<file path="src/rtl/ct_split_pkg.sv">
// Shared definitions for the ct_split / ct_merge interconnect blocks:
// packet-tracking state encoding and a width helper.
package ct_split_pkg;

  typedef enum logic {
    IDLE = 1'b0,
    PKT  = 1'b1
  } pkt_state_e;

  // Number of bits needed to index n distinct items (minimum 1).
  function automatic int nibits(input int n);
    int r;
    r = 1;
    while ((1 << r) < n) r++;
    return r;
  endfunction

endpackage

</file>
<file path="src/rtl/ct_split.sv">
// One-to-NO packet-aware splitter: one registered stage, 1-cycle latency; accepts only when
// every pending output drains this cycle, so one stalled output blocks all (head-of-line).
module ct_split
  import ct_split_pkg::*;
#(
  parameter int NO      = 2,
  parameter int WIDTH   = 8,
  parameter int EOP_LOC = 0
) (
  input  logic                clk,
  input  logic                reset_n,
  input  logic [WIDTH-1:0]    i_data,
  input  logic                i_valid,
  input  logic [NO-1:0]       i_mask,
  output logic                o_ready,
  output logic [NO*WIDTH-1:0] o_data,
  output logic [NO-1:0]       o_valid,
  input  logic [NO-1:0]       i_ready
);

  logic [NO-1:0]    pending_q, pending_d;
  logic [WIDTH-1:0] data_q, data_d;
  logic [NO-1:0]    route_q, route_d;
  pkt_state_e       state_q, state_d;
  logic             accept;
  logic [NO-1:0]    eff_mask;

  assign o_ready = ((pending_q & ~i_ready) == '0);
  assign o_valid = pending_q;
  assign o_data  = {NO{data_q}};

  always_comb begin
    accept    = o_ready && i_valid;
    eff_mask  = (state_q == PKT) ? route_q : i_mask;
    pending_d = pending_q & ~i_ready;
    data_d    = data_q;
    route_d   = route_q;
    state_d   = state_q;
    // A new load replaces whatever the drain left behind in the same cycle.
    if (accept) begin
      pending_d = eff_mask;
      data_d    = i_data;
      if (state_q == IDLE) begin
        if (!i_data[EOP_LOC]) begin
          route_d = i_mask;
          state_d = PKT;
        end
      end else if (i_data[EOP_LOC]) begin
        state_d = IDLE;
      end
    end
  end

  always_ff @(posedge clk or negedge reset_n) begin
    if (!reset_n) begin
      pending_q <= '0;
      data_q    <= '0;
      route_q   <= '0;
      state_q   <= IDLE;
    end else begin
      pending_q <= pending_d;
      data_q    <= data_d;
      route_q   <= route_d;
      state_q   <= state_d;
    end
  end

endmodule
</file>
<file path="config.mk">
export PLATFORM = sky130hd
export DESIGN_NAME = ct_split
export DESIGN_NICKNAME = d
export VERILOG_FILES = /design/src/rtl/ct_split_pkg.sv /design/src/rtl/ct_split.sv
export SDC_FILE = /design/constraint.sdc
export NUM_CORES = 1
export LEC_CHECK = 0
export ABC_AREA = 1
export BUFFER_PORTS_ARGS = -buffer_cell sky130_fd_sc_hd__buf_2
export CELL_PAD_IN_SITES_DETAIL_PLACEMENT = 1
export CELL_PAD_IN_SITES_GLOBAL_PLACEMENT = 1
export CORE_ASPECT_RATIO = 1.2
export CORE_MARGIN = 1
export CORE_UTILIZATION = 32
export DETAILED_ROUTE_END_ITERATION = 10
export PLACE_DENSITY = 0.91
export SKIP_LAST_GASP = 1
export SYNTH_ARGS = -nofsm -noshare
export SYNTH_HDL_FRONTEND = slang
export SYNTH_SLANG_ARGS = --single-unit
export TNS_END_PERCENT = 30
</file>
<file path="constraint.sdc">
create_clock -name clk -period 2.95 [get_ports clk]
set_clock_uncertainty 0.1 [all_clocks]
set_input_delay 0.295 -clock clk [delete_from_list [all_inputs] [get_ports clk]]
set_output_delay 0.295 -clock clk [all_outputs]
set_load 0.05 [all_outputs]
</file>
==> flow_summary.ini, run 1 <==
[global_routing]
grt_pass1_vias = 588
grt_pass1_wl_um = 2435
grt_overflow = 0
grt_usage = 0.1529
grt_max_degree = 14
antenna_found_initial = 0

[placement]
io_buffer_count = 33
place_area_um2 = 772.0
globalplace.congestion = 0.7608
place_ws_ns = 1.648
dpl.cell_count = 116
post-dp-hpwl_um = 1176

[finish]
finalNetCount = 118
drive_gt1_frac = 0.4314
antennaDiodeCount = 0
stdcell_count = 121
area_growth_pct = 23.52
fin_util = 0.4318
final_area_um2 = 808.3
fill_cells = 251

[critical_path]
worst-path-buf-inv = 2
worstPathArrival_ns = 1.18
path_max_fanout = 4
worstSetupStartpointType = flip-flop
path_cells = nand2_4 -> nand2_4 -> inv_1 -> buf_2
timing.rr.start = o_valid[0]
worstPathRequired_ns = 2.56
rr_endpoint = state_q
crit_top_cell = nand2_4
r2r_cells = 3
cp_slowest_cell = dfrtp_1
crit_path_end_kind = primary output
reg2reg_slack_ns = 1.69
critPathTopFamily = flip-flops
slowest_delay_ns = 0.41
crit_type = reg -> out

[sta]
fin_ws_ns = 1.376
final_max_slew_viol_count = 0
whs_ns = 0.1136
fmax_mhz = 635.4
finalCritPeriodShare = 0.5335
post-route-min-period_ns = 1.574
setup_tns_ns = 0
grt_setup_unrepaired = no
final-setup-viol-count = 0
hold_violations = 0
worst_slew_pin_slew_ns = 0.2907
max-slew-margin-rel = 0.8062

[floorplanning]
die_y_um = 51.54
io_pins = 34
core_area_um2 = 1872
initial_utilization = 0.3496
std_cell_rows = 17
die_w_um = 43.28
dieArea_um2 = 2230

[outcome]
status = finished, final reports clean

[power]
fin_total_pwr_mw = 0.9846
p_leak_nw = 0.4865
powerDensity_nw_per_um2 = 1218
vdd_drop_max_v = 0.0005395

[synth]
synth_edf_count = 0
yosysTopAreaCell = dfrtp_1
avgSynthCellArea_um2 = 8.964
synth_warnings = 0
yosysUniqueCellTypes = 14
synth_ff_type = dfrtp_1
async_flop_share = 1.000
synth_top_cell_area_share = 0.4971
synth_most_common_cell = nand2_1
yosys-top-cells-count = 30 x nand2_1, 13 x dfrtp_1, 8 x buf_4
synth_seq_cells = 13
synth-seq-area-share = 0.4971
netlist_instances = 73
syn-cell-area_um2 = 654.4
synthTopCellsByArea = dfrtp_1 50%, nand2_1 17%, buf_4 9.2%
syn_nets = 88

[min_path]
worstHoldEndpoint = data_q[7]
hp-start = i_data[7]
hold_depth = 3
hold_path_class = in -> reg

[cts]
htree_levels = 1
clk-insertion-delay-late_ns = 0.27
cts.sinks = 13
clk_path_buf_depth = 2
cts_tree = built
post_cts_resized = 0
cts_buffers = 3
clk_pin_slew_worst_paths_ns = 0.08
root_buffer = clkbuf_4

[routing]
drc = 0
postRouteAntennaNets = 0
routed_wl_um = 1480
firstDrtPassIters = 3
route.vias.total = 558
drt-vias-per-instance = 4.612
initialDrtViolationCount = 2
avgRoutedWirePerCell_um = 12.23

[run]
maxCapViolations = 0
cells in the final DEF, fill, tap and decap left out, types with 2 or more instances in the layout:
| cell | netlist | final |
|---|---|---|
| buf_2 | 0 | 33 |
| clkbuf_4 | 0 | 3 |
| dfrtp_1 | 13 | 13 |
| inv_1 | 6 | 6 |
| nand2_1 | 30 | 30 |
| nand2_4 | 3 | 3 |
| nand3_1 | 2 | 2 |
| o21ai_0 | 3 | 3 |
| o21ai_2 | 2 | 2 |
sequential cells by signal, summed over array words and instances (netlist names):
name	count
state_q	1
data_q	8
o_valid	2
route_q	2
area by class of cell:
| class | count | area [µm²] | area share |
|---|---|---|---|
| sequential | 13 | 325.3 | 0.4025 |
| clock buffer | 4 | 26.28 | 0.03251 |
| timing repair buffer | 34 | 175.2 | 0.2167 |
| tap | 19 | 23.77 | 0.02941 |
| multi-input combinational | 45 | 235.2 | 0.2910 |
| inverter | 6 | 22.52 | 0.02786 |
worst max path at each step:
stage / startpoint / end / slack [ns] / cells after the start
final: o_valid[0] / o_ready / 1.38 / 4
after floorplan: o_valid[0] / o_ready / 1.41 / 3
after global placement: i_ready[0] / o_ready / 1.68 / 6
after CTS: o_valid[0] / o_ready / 1.35 / 4
after detailed placement: i_ready[0] / o_ready / 1.65 / 6
after global routing: o_valid[0] / o_ready / 1.31 / 4
tightest hold or removal path: cells and delay by family:
family                 cells  cell delay [ns]
and+or+nand+nor            2             0.09
buffers and inverters      1             0.07
power by group:
part           internal (mW)  leakage [nW]  switching, mW
logic                  0.122         0.311          0.460
registers              0.245         0.161         0.0503
clock network         0.0523        0.0150         0.0551
total                  0.419         0.486          0.565
metal layers:
| metal | GRT usage | up-vias | part of all wire | wire (µm) |
|---|---|---|---|---|
| met2 | 0.3035 | 18 | 0.58 | 861 |
| met5 | 0 | - | 0 | 0 |
| met3 | 0.04167 | 2 | 0.048 | 71 |
| li1 | - | 274 | - | - |
| met1 | 0.1356 | 264 | 0.36 | 529 |
| met4 | 0.07576 | 0 | 0.011 | 17 |
cell families after synthesis:
kind of cell | Yosys count | share of synthesized area
AOI/OAI and AO/OA | 5 | 0.04971
buffers and inverters | 15 | 0.1434
DFF | 13 | 0.4971
and+or+nand+nor | 40 | 0.3098
timing repair:
action                                 in CTS  in global routing
buffers inserted                            0                  0
hold buffers                                1                  0
endpoints found under the hold margin      13                  0
No activity file was read; power rests on OpenSTA's default activity.
==> run 2, diff against run 1 <==
Settings changed: CORE_UTILIZATION 32 to 27, PLACE_DENSITY 0.91 to 0.83.
Clock period 2.95 ns to 1.3 ns, I/O delays scaled along.
==> run 2 against run 1 <==
Effect of this change: the run now ends with hold timing left; non-clock buffer count rose by 9; combinational power rose by 140%; global-route usage fell by 2.6 points; first-iteration DRC count rose to 3.0 times the previous value; sequential power rose by 130%; total power rose by 130%; cell area rose by 15%; die area rose by 18%; critical path type unchanged; largest cell class unchanged.
==> flow_summary.ini, run 2 (synthesis gave the netlist of run 1 again) <==
[outcome]
status = finished, violations left
violations = hold timing

[sta]
finalCritPeriodShare = 0.9805
fmax_mhz = 784.5
grt_setup_unrepaired = yes
final_max_slew_viol_count = 0
whs_ns = -0.004214
post-route-min-period_ns = 1.275
final-setup-viol-count = 0
max-slew-margin-rel = 0.8045
worst_slew_pin_slew_ns = 0.2932
hold_violations = 1

[critical_path]
cp.depth = 4
worstPathArrival_ns = 1.04
slowest_delay_ns = 0.42
worstSetupStartpointType = flip-flop
crit_path_end_kind = primary output
timing.rr.start = o_valid[0]
rr_endpoint = route_q[1]
worstPathRequired_ns = 1.07
critPathTopFamily = flip-flops
startpoint = o_valid[0]
crit_path_end = o_ready
reg2reg_slack_ns = 0.08
worst-path-buf-inv = 2
crit_top_cell = nand2_4
r2r_cells = 6
path_max_fanout = 4
cp_slowest_cell = dfrtp_2
crit_type = reg -> out
path_cells = nand2_4 -> nand2_4 -> clkinvlp_4 -> buf_8

[power]
switching_share = 0.5597
p_leak_nw = 0.5250
power.share.clock = 0.102
vdd_drop_max_v = 0.0009109
combPwrFrac = 0.604
switchingPower_mw = 1.295
power.share.sequential = 0.294
powerDensity_nw_per_um2 = 2482
power.internal_mw = 1.019

[cts]
cts_tree = built
clk_path_buf_depth = 2
root_buffer = clkbuf_4
hold_buffers = 8
cts_buffers = 3
clk-insertion-delay-late_ns = 0.26
cts.sinks = 13
clk_pin_slew_worst_paths_ns = 0.07
htree_levels = 1

[finish]
antennaDiodeCount = 0
fin_util = 0.4084
largest_reg_flops = 8
top_register = data_q
drive_gt1_frac = 0.4414
finalNetCount = 127
layout_commonest_cell = buf_2
area_growth_pct = 42.45
most-common-layout-cells = 32 x buf_2, 30 x nand2_1, 11 x dfrtp_1

[routing]
drc = 0
drt-vias-per-instance = 4.120
firstDrtPassIters = 3
routed_wl_um = 1531
initialDrtViolationCount = 6
postRouteAntennaNets = 0
avgRoutedWirePerCell_um = 10.78
route.vias.total = 585

[run]
maxCapViolations = 0

[min_path]
hold_path_class = in -> reg

[global_routing]
grt_max_degree = 14
grt_overflow = 0
antenna_found_initial = 0
grt_usage = 0.1273
grt_pass1_wl_um = 2484
grt_pass1_vias = 565

[placement]
io_buffer_count = 33
post-dp-hpwl_um = 1227
globalplace.congestion = 0.7302

[floorplanning]
std_cell_rows = 19
die_y_um = 55.93
core_area_um2 = 2282
initial_utilization = 0.2867
dieArea_um2 = 2625
io_pins = 34
die_w_um = 46.94
[run 2: changes by cell type in the layout (fill, tap and decap cells not counted), sizes merged]
cell         previous run  this run
buf                    33        35
clkinvlp                0         1
dlygate4sd3             1         8
inv                     6         5
[run 2: cell type report]
type,instances,area [µm²]
timing repair buffer,43,270.3
multi-input combinational,45,242.7
clock buffer,4,26.28
inverter,6,26.28
fill,291,1350
tap,31,38.79
sequential,13,327.8
[run 2: worst min path at each step]
stage	start	endpoint	slack (ns)	cells after the start
after floorplan	reset_n	data_q[0]	-0.27	0
after global placement	reset_n	route_q[0]	-0.07	1
after detailed placement	reset_n	data_q[0]	-0.06	1
after CTS	i_data[0]	state_q	0.0003	2
after global routing	i_data[0]	state_q	-0.005	2
final	i_data[0]	state_q	-0.004	2
[run 2: power by group through the flow]
| stage | registers [mW] | clock network (mW) | logic (mW) |
|---|---|---|---|
| 2_1_floorplan | 1.06 | 0 | 0.775 |
| 3_3_place_gp | 0.681 | 0 | 1.31 |
| 3_5_place_dp | 0.691 | 0 | 1.33 |
| 4_1_cts | 0.683 | 0.244 | 1.41 |
| 5_1_grt | 0.701 | 0.266 | 1.48 |
| 6_report | 0.680 | 0.235 | 1.40 |
[run 2: stage by stage]
step           power [mW]  TNS, ns  cells  setup slack [ns]  cell area [µm²]
3_5_place_dp        2.025        0    128           0.09947            793.3
4_1_cts             2.334        0    142           0.01826            924.6
5_1_grt             2.450  -0.1057    142          -0.05183            932.1
6_report            2.313        0    142           0.02534            932.1
3_3_place_gp        1.988        0    128            0.1446            793.3
2_1_floorplan       1.838        0     73           0.08047            660.6
[run 2: routing by layer]
metal  part of all wire  routed length, µm  track usage  up-vias
li1                   -                  -            -      291
met4             0.0046                  7      0.02449        0
met3              0.046                 71      0.02273        2
met1               0.39                594       0.1577      275
met2               0.56                857       0.2222       17
met5                  0                  0            0        -
[run 2: what timing repair did]
action	4_1_cts	5_1_grt
endpoints found under the hold margin	20	1
buffers inserted	2	0
setup endpoints to repair	1	13
resized for setup	3	1
pin swaps	3	0
==> run 3, diff against run 2 <==
==> constraint.sdc (replaced) <==
create_clock -name clk -period 1.3 [get_ports clk]
set_clock_uncertainty 0.1 [all_clocks]
set_input_delay 0 -clock clk [delete_from_list [all_inputs] [get_ports clk]]
set_output_delay 0 -clock clk [all_outputs]
set_load 0.05 [all_outputs]
==> run 3 against run 2 <==
Effect of this change: the run now ends clean; wire length is 12% higher; register-to-register slack improved by 0.04 ns; sequential share of layout area decreased by 0.60 points; utilization grew 0.71 points; via count up 4.6%; count of clock-buffer cells in the layout unchanged; total power fell by 1.7%; global-route usage is 1.9 points higher; combinational power decreased by 4%; setup slack gained 0.023 ns; critical path depth rose by 3; die area unchanged.
==> flow_summary.ini, run 3 (synthesis gave the netlist of run 1 again) <==
[cts]
cts.sinks = 13
htree_levels = 1
clk-insertion-delay-late_ns = 0.27
clk_pin_slew_worst_paths_ns = 0.07
clk_path_buf_depth = 2
cts_buffers = 3
cts_tree = built
root_buffer = clkbuf_4
postCtsSetupBuffers = 0

[routing]
firstDrtPassIters = 2
postRouteAntennaNets = 0
avgRoutedWirePerCell_um = 11.81
drc = 0
drt-vias-per-instance = 4.221
route.vias.total = 612
routed_wl_um = 1712
initialDrtViolationCount = 2

[critical_path]
slowest_delay_ns = 0.54
reg2reg_slack_ns = 0.12
r2r_cells = 4
crit_type = in -> out
path_max_fanout = 4
rr_endpoint = state_q
crit_path_end_kind = primary output
path_cells = dlygate4sd3_1 -> buf_2 -> inv_1 -> nand2_4 -> nand2_4 -> inv_1 -> clkbuf_4
worstPathRequired_ns = 1.20
worstPathArrival_ns = 1.15
worstSetupStartpointType = primary input
worst-path-buf-inv = 5
cp_slowest_cell = dlygate4sd3_1
timing.rr.start = o_valid[0]
critPathTopFamily = buffers and inverters

[sta]
hold_violations = 0
fmax_mhz = 799.0
max-slew-margin-rel = 0.8021
fin_ws_ns = 0.04839
post-route-min-period_ns = 1.252
worst_slew_pin_slew_ns = 0.2968
whs_ns = 0.03150
finalCritPeriodShare = 0.9628
final_max_slew_viol_count = 0
final-setup-viol-count = 0

[min_path]
hp-start = i_valid
hold_depth = 4
hold_path_class = in -> reg
worstHoldEndpoint = route_q[0]

[floorplanning]
die_w_um = 46.94
io_pins = 34
core_area_um2 = 2282
die_y_um = 55.93
std_cell_rows = 19
dieArea_um2 = 2625
initial_utilization = 0.2867

[placement]
io_buffer_count = 33
globalplace.congestion = 0.7043
dpl.cell_count = 128
place_ws_ns = 0.1134
post-dp-hpwl_um = 1165

[power]
power.internal_mw = 0.9857
combPwrFrac = 0.594
powerDensity_nw_per_um2 = 2398
p_leak_nw = 0.5353
switching_share = 0.5667
switchingPower_mw = 1.289
vdd_drop_max_v = 0.001053
power.share.sequential = 0.300
fin_total_pwr_mw = 2.275
power.share.clock = 0.106

[finish]
fin_util = 0.4156
layout_commonest_cell = buf_2
stdcell_count = 145
drive_gt1_frac = 0.4035
most-common-layout-cells = 32 x buf_2, 30 x nand2_1, 13 x dlygate4sd3_1
top_register = data_q
antennaDiodeCount = 0
finalNetCount = 130
area_growth_pct = 44.93
largest_reg_flops = 8

[global_routing]
antenna_found_initial = 0
gr-usage-met2 = 0.2579
grt_usage = 0.1464
grt_max_degree = 14
grt_overflow = 0
grt_pass1_vias = 615
grt_use_met3 = 0.04221
grt_pass1_wl_um = 2663
grt_busiest_layer = met2
gr-usage-met1 = 0.1518

[run]
maxCapViolations = 0

[outcome]
status = finished, final reports clean
[run 3: changes by cell type in the layout (fill, tap and decap cells not counted)]
cell           change
buf_4              -2
buf_8              -1
clkbuf_4           +1
clkinvlp_4         -1
dlygate4sd3_1      +5
inv_1              +1
nand3_2            +1
nand3_4            -1
[run 3: power groups by stage]
stage | logic (mW) | registers (mW) | clock network (mW)
2_1_floorplan | 0.765 | 1.06 | 0
3_3_place_gp | 1.30 | 0.684 | 0
3_5_place_dp | 1.32 | 0.694 | 0
4_1_cts | 1.35 | 0.687 | 0.247
5_1_grt | 1.42 | 0.705 | 0.279
6_report | 1.35 | 0.683 | 0.241
[run 3: layout make-up]
type,instances,area [µm²]
Fill cell,304,1334
Sequential cell,13,327.8
Timing Repair Buffer,46,297.8
Multi-Input combinational cell,45,235.2
Tap cell,31,38.79
Clock buffer,4,26.28
Inverter,6,22.52
[run 3: worst max-delay path by stage]
stage / end / cells after the start / from / slack (ns)
after detailed placement: route_q[1] / 4 / state_q / 0.11
after CTS: o_ready / 4 / o_valid[1] / 0.02
after floorplan: data_q[0] / 5 / o_valid[0] / 0.1
final: o_ready / 7 / i_ready[0] / 0.05
after global routing: o_ready / 4 / o_valid[1] / -0.002
after global placement: state_q / 4 / o_valid[0] / 0.15
[run 3: per-layer routing]
metal,up-vias,routed length (µm)
met2,21,944
met3,5,80
li1,299,-
met5,-,0
met1,287,657
met4,0,29
[run 3: worst reg2reg max path: cells and delay by family, from the launching register on]
| family | cells | cell delay, ns |
|---|---|---|
| compound gates | 1 | 0.08 |
| flops | 1 | 0.43 |
| simple gates | 3 | 0.45 |
[run 3: what timing repair did]
action                                 in CTS  in global routing
setup endpoints to repair                   0                  1
endpoints found under the hold margin      26                  0
hold buffers                               13                  0
gates resized for setup                     0                  1
[run 3: per-stage QoR]
step	area [µm²]	setup TNS [ns]
2_1_floorplan	656.9	0
3_3_place_gp	789.5	0
3_5_place_dp	789.5	0
4_1_cts	945.9	0
5_1_grt	948.4	-0.001762
6_report	948.4	0
